`src/rtl/uart_tx_arbiter.sv`:
```
// Shares one UART transmit channel between N_REQ byte producers, one byte per grant.
// Round-robin by default; define UART_ARB_FIXED_PRIO_EN for fixed lowest-index priority.
module uart_tx_arbiter #(
  parameter int N_REQ        = 2,
  parameter int BUSY_TIMEOUT = 16
) (
  input  logic                 clk,
  input  logic                 reset,
  input  logic [N_REQ-1:0]     req,
  input  logic [8*N_REQ-1:0]   data,
  output logic [N_REQ-1:0]     ack,
  output logic [N_REQ-1:0]     grant,
  output logic                 tx_start,
  output logic [7:0]           tx_data,
  input  logic                 tx_busy,
  output logic                 timeout_err
);

  localparam int IW = (N_REQ > 1) ? $clog2(N_REQ) : 1;
  localparam logic [7:0] TCNT_LAST = 8'(BUSY_TIMEOUT - 1);

  typedef enum logic [1:0] {IDLE, WAIT_HI, WAIT_LO} state_t;

  state_t           state;
  logic [7:0]       tcnt;
  logic             win_vld;
  logic [IW-1:0]    win_idx;
  logic [N_REQ-1:0] win_oh;

`ifdef UART_ARB_FIXED_PRIO_EN
  always_comb begin
    win_vld = 1'b0;
    win_idx = '0;
    for (int k = N_REQ - 1; k >= 0; k--) begin
      if (req[k]) begin
        win_vld = 1'b1;
        win_idx = IW'(k);
      end
    end
  end
`else
  localparam logic [IW-1:0] LAST_RST = IW'(N_REQ - 1);
  localparam logic [IW:0]   NR       = (IW+1)'(N_REQ);

  logic [IW-1:0] last;
  logic [IW:0]   cand;

  // Search starts one past the previous winner and wraps modulo N_REQ.
  always_comb begin
    win_vld = 1'b0;
    win_idx = '0;
    cand    = '0;
    for (int k = 1; k <= N_REQ; k++) begin
      cand = {1'b0, last} + (IW+1)'(k);
      if (cand >= NR) cand = cand - NR;
      if (!win_vld && req[cand[IW-1:0]]) begin
        win_vld = 1'b1;
        win_idx = cand[IW-1:0];
      end
    end
  end

  always_ff @(posedge clk or posedge reset) begin
    if (reset) begin
      last <= LAST_RST;
    end else if (state == IDLE && win_vld) begin
      last <= win_idx;
    end
  end
`endif

  assign win_oh = N_REQ'(1) << win_idx;

  always_ff @(posedge clk or posedge reset) begin
    if (reset) begin
      state       <= IDLE;
      tcnt        <= '0;
      ack         <= '0;
      grant       <= '0;
      tx_start    <= 1'b0;
      tx_data     <= '0;
      timeout_err <= 1'b0;
    end else begin
      ack         <= '0;
      tx_start    <= 1'b0;
      timeout_err <= 1'b0;
      case (state)
        IDLE: begin
          if (win_vld) begin
            ack      <= win_oh;
            grant    <= win_oh;
            tx_start <= 1'b1;
            tx_data  <= data[{win_idx, 3'b000} +: 8];
            tcnt     <= '0;
            state    <= WAIT_HI;
          end
        end
        WAIT_HI: begin
          if (tx_busy) begin
            state <= WAIT_LO;
          end else if (tcnt == TCNT_LAST) begin
            // The byte was already acked, so it is dropped rather than retried.
            timeout_err <= 1'b1;
            grant       <= '0;
            state       <= IDLE;
          end else if (tcnt != 8'hFF) begin
            tcnt <= tcnt + 8'd1;
          end
        end
        WAIT_LO: begin
          if (!tx_busy) begin
            grant <= '0;
            state <= IDLE;
          end
        end
        default: state <= IDLE;
      endcase
    end
  end

endmodule

```
`config.mk`:
```
export PLATFORM = sky130hd
export DESIGN_NAME = uart_tx_arbiter
export DESIGN_NICKNAME = d
export VERILOG_FILES = /design/src/rtl/uart_tx_arbiter.sv
export SDC_FILE = /design/constraint.sdc
export NUM_CORES = 1
export LEC_CHECK = 0
export ABC_AREA = 1
export BUFFER_PORTS_ARGS = -buffer_cell sky130_fd_sc_hd__buf_4
export CORE_ASPECT_RATIO = 1.1
export CORE_UTILIZATION = 30
export CTS_CLUSTER_SIZE = 10
export DETAILED_ROUTE_END_ITERATION = 12
export GPL_ROUTABILITY_DRIVEN = 0
export HOLD_SLACK_MARGIN = 0.02
export PLACE_DENSITY = 0.48
export SYNTH_ARGS = -nofsm -noshare
export SYNTH_HDL_FRONTEND = slang
export SYNTH_SLANG_ARGS = --single-unit
```
`constraint.sdc`:
```
create_clock -name clk -period 1.6 [get_ports clk]
set_clock_uncertainty 0.15 [all_clocks]
set_input_delay 0.32 -clock clk [delete_from_list [all_inputs] [get_ports clk]]
set_output_delay 0.32 -clock clk [all_outputs]
set_load 0.02 [all_outputs]
```
# Word level (Yosys, flattened, before mapping)
# Index checks and enable logic that the tools add are counted.
totals:
  inputBits: 21
  output_inout_bits: 14
  latchBits: 0
  n_memories: 0
  ram_bits: 0
  regBits: 25
  romBits: 0
classes:
  n_eq_ne: 11
  order_cmp: 4
  n_shift: 2
  addsub: 5
  reduce_logical: 10
  mux: 30
  n_div: 0
  n_bitwise: 0
  n_mul: 0
op_table:
  columns: ["cell", "count"]
  rows:
  - ["8-bit 2-to-1 mux", 4]
  - ["2-bit 2-to-1 mux", 8]
  - ["8-bit one-hot mux with 2 select lines", 1]
  - ["16-bit by 5-bit variable part select with 8-bit output", 1]
  - ["1-bit 2-to-1 mux", 15]
  - ["2-bit != test (second input constant)", 6]
  - ["2-bit one-hot mux with 3 select lines", 2]
  - ["5-bit AND reduction", 2]
  - ["8-bit by 1-bit adder with 8-bit output (second input constant)", 1]
  - ["8-bit by 4-bit == test with 1-bit output (second input constant)", 1]
  - ["8-bit != test (second input constant)", 1]
  - ["2-bit >= comparator (second input constant)", 2]
  - ["1-bit by 2-bit < comparator with 1-bit output (second input constant)", 2]
  - ["3-bit != test (second input constant)", 1]
  - ["3-bit AND reduction", 1]
  - ["3-bit nonzero test", 1]
  - ["1-bit by 1-bit adder with 2-bit output (second input constant)", 1]
  - ["1-bit by 2-bit adder with 2-bit output (second input constant)", 1]
  - ["2-bit by 1-bit == test with 1-bit output (second input constant)", 1]
  - ["2-bit == test (second input constant)", 1]
  - ["1-bit logical AND", 2]
  - ["2-bit zero test", 1]
  - ["2-bit AND reduction", 1]
  - ["2-bit nonzero test", 1]
  - ["other kinds (3)", 4]

# Logic depth before layout (Yosys ltp)
# Gate-level depths: netlist of the first run.
logic_depth:
  word_depth: 12
  ltp_mapped: 10

# Least setup slack after synthesis of the first run
# OpenSTA, ideal clock, no wires.
synth_timing:
  path_kind: "register to register"
  from: "reg state[1]"
  to: "reg tcnt[5]"
  synth_period_minus_slack_ns: 1.430
  stages_incl_launch_ff: 11
  required_time_ns: 1.334
  path_slack_ns: 0.170
  t_arrival_ns: 1.164
  setup_ns: 0.116
  path_cell_list: "dfrtp_1 inv_1 ha_1 nand2_1 inv_1 nor2_1 nand2_1 inv_2 nand2_4 nand2_1 nand2_1"
synth_between:
  elab_chain_cells: 3
synth_lines:
  columns: ["item", "line", "rtl"]
  rows:
  - ["from (decl)", "24", "state_t state;"]
  - ["from (signal assigned)", "76", "state <= IDLE;"]
  - ["from (signal assigned)", "95", "state <= WAIT_HI;"]
  - ["from (signal assigned)", "100", "state <= WAIT_LO;"]
  - ["2-bit by 1-bit == test with 1-bit output / 2-bit zero test (equally long branches)", "87", "case (state)"]
  - ["2-bit != test (no line) / 2-bit nonzero test (equally long branches)", null, null]
  - ["5-bit AND reduction (no line)", null, null]
  - ["to (signal assigned)", "107", "tcnt <= tcnt + 8'd1;"]
  - ["to (decl)", "25", "logic [7:0] tcnt;"]
# Several ways; a longest one is shown, not always the timed one.
# A chain may end at the register's enable or synchronous reset.

# Final worst setup path of the first run
layout_timing:
  from: "reg tcnt[1]"
  to: "reg tcnt[1]"
layout_between:
  elab_chain_cells: 5
layout_lines:
  columns: ["item", "line", "rtl"]
  rows:
  - ["8-bit by 1-bit adder with 8-bit output", "107", null]
  - ["8-bit 2-to-1 mux", "106", "end else if (tcnt != 8'hFF) begin"]
  - ["8-bit 2-to-1 mux", "101", "end else if (tcnt == TCNT_LAST) begin"]
  - ["8-bit 2-to-1 mux", "99", "if (tx_busy) begin"]
  - ["8-bit one-hot mux with 2 select lines", "87", null]
# Several ways; a longest one is shown, not always the timed one. The select of a mux whose other input is x is not followed.

==> out/metrics.yaml, run 1 <==
die_area_sq_um: 5060
via_count: 1352
worst_path_max_delay_cell: "dfrtp_1"
maxSlewHeadroom_pct: 77.4
fin_crit_sh_pct: 96.8
synth_top_area_cell: "dfrtp_1"
insertion_delay_ps: 270
yosys_register_bits: 25
dp_slack_ps: -45.0
fin_crit_ps: 1550
layout_commonest_cell: "nand2_1"
syn_area_sq_um: 1440
cts_root_buf: "clkbuf_8"
rsz0062_at_grt: "true"
synthMuxAreaShare_pct: 0
via_per_inst: 4.46
path_class: "reg2reg"
setup_viol: 0
wl_mm: 3.43
port_buffers: 34
ant_nets: 0
critical-path-top-delay-family: "simple AND/OR/NAND/NOR gates"
drt_iter0_markers: 51
irDropWorstVdd_uv: 721
layout-drive-gt1-share_pct: 36.0
first_pass_iters: 4
worst_slew_pin_slew_ps: 339
multi_input_area_sq_um: 822
cp_cell_sequence: "ha_2 -> nand2_4 -> nor2_4 -> nand3_4 -> nand2_4 -> nand2_8 -> nand3b_1 -> nand2_2"
hold_violations: 0
ff2ff_setup_slack_ps: 50
nNetsFinal: 273
worst_slack_ps: 50.5
maxCapViolCount: 0
synth_fp_nets: 219
cp.arrival_ps: 1570
grt_pass1_wl_mm: 5.75
yosysSeqAreaShare_pct: 43.7
syn-instance-count: 194
synth_top_area_share_pct: 41.8
seqCellArea_sq_um: 628
antenna_found_initial: 0
cts_tree: "yes"
core_sq_um: 4620
cp_max_fo: 7
hp-start: "tx_busy"
synth_top_family_by_area: "simple AND/OR/NAND/NOR gates"
synth.avg_cell_area_sq_um: 7.40
ys_top_cells_by_area: "dfrtp_1, nand2_1, nor2_1"
critPathMaxStageDelay_ps: 360
synth_adder_area_share_pct: 3.49
critPathBufInv: 0
reg2reg_from: "tcnt[1]"
drcViolationCount: 0
slew_violations: 0
fmax_mhz: 645
tns_ps: 0
grt_max_degree: 26
dpl.hpwl_mm: 2.56
n_antenna_cell: 0
layout_common_cells: "nand2_1, buf_4, dfrtp_1, nor2_1, inv_1"
grt_overflow: 0
area_growth_pct: 43.7
outcome: "complete, no violations"
cts_made_buffers: 3
num_rows: 26
ys_warn_count: 0
utilization_pct: 44.6
power.density_nw_per_um2: 1550
htree_levels: 1
hold_path_end: "timeout_err"
die_h_microns: 74.5
synth_cell_types: 25
reg2reg_depth: 8
clockBufferDepth: 2
cp-start-kind: "register"
track_usage_pct: 15.0
cp.required_ps: 1620
whs_path_depth: 2
fill_cells: 504
p_leak_nw: 1.08
cts_sinks: 25
synth_simple_gate_area_share_pct: 37.1
hold_path.class: "in2reg"
clkTransAtPathRegs_ps: 90
post_drt_wl_per_cell_microns: 11.3
ios: 35
setup.worst_path.end_class: "register"
r2r_end: "tcnt[1]"
synth_compound_area_share_pct: 8.54
synth-xor-area-share_pct: 0
grt_pass1_vias: 1275
start_util_pct: 31.1
dieWidth_microns: 67.9
cp_common_cell: "nand2_4"
==> cell usage after synthesis, drive strengths merged <==
master	number
a21oi	3
and3	1
buf	2
clkbuf	1
clkinv	1
dfrtp	24
dfstp	1
ha	4
inv	23
nand2	72
nand3	11
nand3b	1
nand4	3
nor2	23
nor3	1
o211ai	8
o21a	1
o21ai	2
o21bai	4
or2	8
==> cells by family (layout without fill, tap and decap cells) <==
group                      count (synthesis)  in the layout
and+or+nand+nor                          120            120
buffers and inverters                     27             80
DFF                                       25             25
AOI/OAI and AO/OA                         18             18
adders and majority gates                  4              4
==> worst reg2reg max path, stage by stage (launching register included) <==
cell      delay, ps
dfrtp_1         360
ha_2            210
nand2_4          70
nor2_4          180
nand3_4         120
nand2_4         110
nand2_8          80
nand3b_1        110
nand2_2          60
==> how the worst max path moves through the flow <==
stage	startpoint	to	slack, ps	depth (start not counted)
floorplan	state[1]	tcnt[5]	170	10
global placement	state[1]	tcnt[0]	-70	9
detailed placement	state[1]	tcnt[1]	-40	9
CTS	state[1]	tcnt[1]	9	10
global route	tcnt[0]	tcnt[2]	-50	9
finish	tcnt[1]	tcnt[1]	50	8
==> repair_timing <==
action | CTS | global route
setup buffers | 0 | 6
setup endpoints to repair | 8 | 20
gates resized for setup | 6 | 32
pin swaps | 2 | 7
cloned | 0 | 1
hold endpoints to repair | 24 | 0
hold buffers | 1 | 0
==> layout make-up <==
type,instances,area share (%)
multi-input cells,142,39.9
flip-flops and latches,25,30.5
repair buffers,51,19.1
inverters,24,4.67
well taps,56,3.40
clock buffers,4,2.18
repair inverters,1,0.364
==> state kept, by name, indices dropped and copies added, names as in the netlist <==
register,count
tcnt,8
tx_data,8
ack,2
grant,2
state,2
last,1
timeout_err,1
tx_start,1
==> power by group <==
group / internal [mW] / leakage, nW / switching [mW]
Combinational: 0.780 / 0.736 / 1.05
Sequential: 0.851 / 0.321 / 0.125
Clock: 0.178 / 0.0228 / 0.203
Total: 1.81 / 1.08 / 1.38
==> metrics by stage <==
step	power (mW)	cells	cell area, sq um	hold slack [ps]
after global placement	2.53	291	1820	258
after detailed placement	2.52	291	1820	258
after CTS	2.96	296	1900	76.3
after floorplan	1.95	194	1440	197
final	3.19	303	2060	85.5
after global routing	3.44	303	2060	97.0
==> per-layer routing <==
| layer | part of all wire, % | global-route usage (%) | wire length [microns] |
|---|---|---|---|
| met1 | 48 | 19.7 | 1650 |
| met2 | 47 | 24.6 | 1620 |
| met3 | 3.5 | 3.07 | 120 |
| met4 | 1.1 | 4.17 | 36 |
| met5 | 0 | 0 | 0 |
No activity file was read; power rests on OpenSTA's default activity.
==> run 2, diff against run 1 <==
--- a/config.mk
+++ b/config.mk
@@ -7,13 +7,12 @@
 export LEC_CHECK = 0
 export ABC_AREA = 1
 export BUFFER_PORTS_ARGS = -buffer_cell sky130_fd_sc_hd__buf_4
-export CORE_ASPECT_RATIO = 1.1
 export CORE_UTILIZATION = 30
 export CTS_CLUSTER_SIZE = 10
 export DETAILED_ROUTE_END_ITERATION = 12
 export GPL_ROUTABILITY_DRIVEN = 0
 export HOLD_SLACK_MARGIN = 0.02
-export PLACE_DENSITY = 0.48
+export PLACE_DENSITY = 0.5
 export SYNTH_ARGS = -nofsm -noshare
 export SYNTH_HDL_FRONTEND = slang
 export SYNTH_SLANG_ARGS = --single-unit
==> run 2 against run 1 <==
Critical path depth did not move. Routed wire length barely moved. Critical path type unchanged. Sequential share of layout area rose by 0.91 points. Largest power group unchanged.
==> out/metrics.yaml, run 2 (synthesis gave the netlist of run 1 again) <==
layout_common_cells: "nand2_1, buf_4, dfrtp_1, inv_1, nor2_1"
p_leak_nw: 1.06  # -2.1%
grt_pass1_wl_mm: 5.91  # +2.8%
grt_max_degree: 26  # unchanged
clkTransAtPathRegs_ps: 100  # about the same
power.density_nw_per_um2: 1570  # +1.5%
grt_overflow: 0  # unchanged
grt_pass1_vias: 1344  # +5.4%
critical-path-top-delay-family: "simple AND/OR/NAND/NOR gates"
drcViolationCount: 0  # unchanged
tns_ps: 0  # unchanged
fill_cells: 468  # -7.1%
cp_cell_sequence: "inv_2 -> ha_4 -> nand4_1 -> nand2_2 -> clkinv_4 -> nand2_8 -> nand2_1 -> nand2_1"
place_area_sq_um: 1820  # -0.28%
htree_levels: 1  # unchanged
worst_slack_ps: 47.9  # -2.61 ps
placed_cells: 287  # -1.4%
wl_mm: 3.43  # about the same
cts_sinks: 25  # unchanged
layout-drive-gt1-share_pct: 34.7  # -1.3 points
num_rows: 24  # -7.7%
cts_tree: "yes"
port_buffers: 34  # unchanged
drt_iter0_markers: 31  # -39%
die_h_microns: 71.2  # -4.5%
irDropWorstVdd_uv: 996  # +38%
hold_path.class: "in2reg"
first_pass_iters: 6  # +2
cts_root_buf: "clkbuf_8"
setup_viol: 0  # unchanged
cp-start-kind: "register"
outcome: "complete, no violations"
fin_crit_sh_pct: 97.0  # +0.16 points
ios: 35  # unchanged
dieWidth_microns: 71.2  # +4.7%
via_per_inst: 4.63  # +3.8%
slew_violations: 0  # unchanged
largestRegisters: "tcnt (8), tx_data (8)"
maxSlewHeadroom_pct: 78.2  # +0.81 points
fmax_mhz: 644  # -0.17%
worst_path_max_delay_cell: "dfrtp_1"
insertion_delay_ps: 270  # about the same
via_count: 1362  # +0.74%
area_growth_pct: 39.2
rsz0062_at_grt: "true"
nNetsFinal: 268  # -1.8%
antenna_found_initial: 0  # unchanged
core_sq_um: 4470  # -3.1%
final_area_sq_um: 2000  # -3.1%
n_antenna_cell: 0  # unchanged
cp.arrival_ps: 1620  # +50 ps
dpl.hpwl_mm: 2.55  # -0.24%
cts_made_buffers: 3  # unchanged
dp_slack_ps: -68.6  # -23.6 ps
worst_slew_pin_slew_ps: 327  # -12.1 ps
critPathMaxStageDelay_ps: 420  # +60 ps
ant_nets: 0  # unchanged
cp_max_fo: 8  # +1
path_class: "reg2reg"
maxCapViolCount: 0  # unchanged
start_util_pct: 32.1  # +1.0 points
setup.worst_path.end_class: "register"
clockBufferDepth: 2  # unchanged
die_area_sq_um: 5060  # about the same
layout_commonest_cell: "nand2_1"
track_usage_pct: 14.6  # -0.43 points
fin_crit_ps: 1550  # +2.61 ps
layoutNonFillerInstCount: 294  # -3.0%
cp.required_ps: 1670  # +50 ps
hold_violations: 0  # unchanged
cp_common_cell: "nand2_1"
post_drt_wl_per_cell_microns: 11.7  # +3.1%
critPathBufInv: 2  # +2
run 2: cell types whose count changed in the layout (fill, tap and decap cells not counted), moves of 2 or more:
cell,previous run,this run
nand2_1,55,57
buf_4,49,46
nor2_2,2,4
nor2_1,19,17
run 2: cell type report:
type / instances / area (sq um) / area share [%]
Inverter: 24 / 98.8 / 4.95
Clock inverter: 1 / 7.51 / 0.376
Clock buffer: 3 / 41.3 / 2.07
Multi-Input combinational cell: 142 / 803 / 40.2
Sequential cell: 25 / 627 / 31.4
Tap cell: 52 / 65.1 / 3.26
Timing Repair Buffer: 47 / 355 / 17.8
run 2: worst paths after layout:
kind | endpoint | slack (ps) | startpoint | cells past startpoint
max | tcnt[2] | 50 | state[1] | 8
min | timeout_err | 100 | tx_busy | 2
max reg2reg | tcnt[2] | 50 | state[1] | 8
min reg2reg | tx_data[7] | 350 | tx_data[7] | 2
max in group asynchronous | last | 510 | reset | 4
min in group asynchronous | tcnt[7] | 490 | reset | 4
run 2: stage by stage:
step | utilization (%) | hold WS (ps) | power, mW
after global placement | 40.6 | 257 | 2.53
after detailed placement | 40.6 | 260 | 2.54
after global routing | 44.7 | 93.4 | 3.42
after CTS | 42.1 | 88.9 | 2.97
after floorplan | - | 197 | 1.95
final | 44.7 | 95.8 | 3.14
run 2: power breakdown:
part | total [mW] | leakage (nW) | internal [mW] | switching, mW
sequential | 0.975 | 0.322 | 0.849 | 0.126
clock | 0.400 | 0.0217 | 0.177 | 0.223
combinational | 1.76 | 0.714 | 0.715 | 1.05
run 2: worst reg2reg max path, cell delays in order (launching register included):
cell	delay, ps
dfrtp_1	420
inv_2	110
ha_4	160
nand4_1	150
nand2_2	170
clkinv_4	120
nand2_8	110
nand2_1	60
nand2_1	50
run 2: per-layer routing:
layer  up-vias  part of all wire, %  GRT usage (%)
li1        704                    -              -
met1       623                   49           19.5
met2        31                   46           24.3
met3         4                  3.5           2.71
met4         0                 0.85           3.33
met5         -                    0              0
run 2: what timing repair did:
item,4_1_cts,5_1_grt
buffers inserted,0,2
resized for setup,3,31
setup endpoints to repair,8,20
gates cloned,0,0
hold buffers,1,0
endpoints found under the hold margin,24,0
pin swaps,0,6
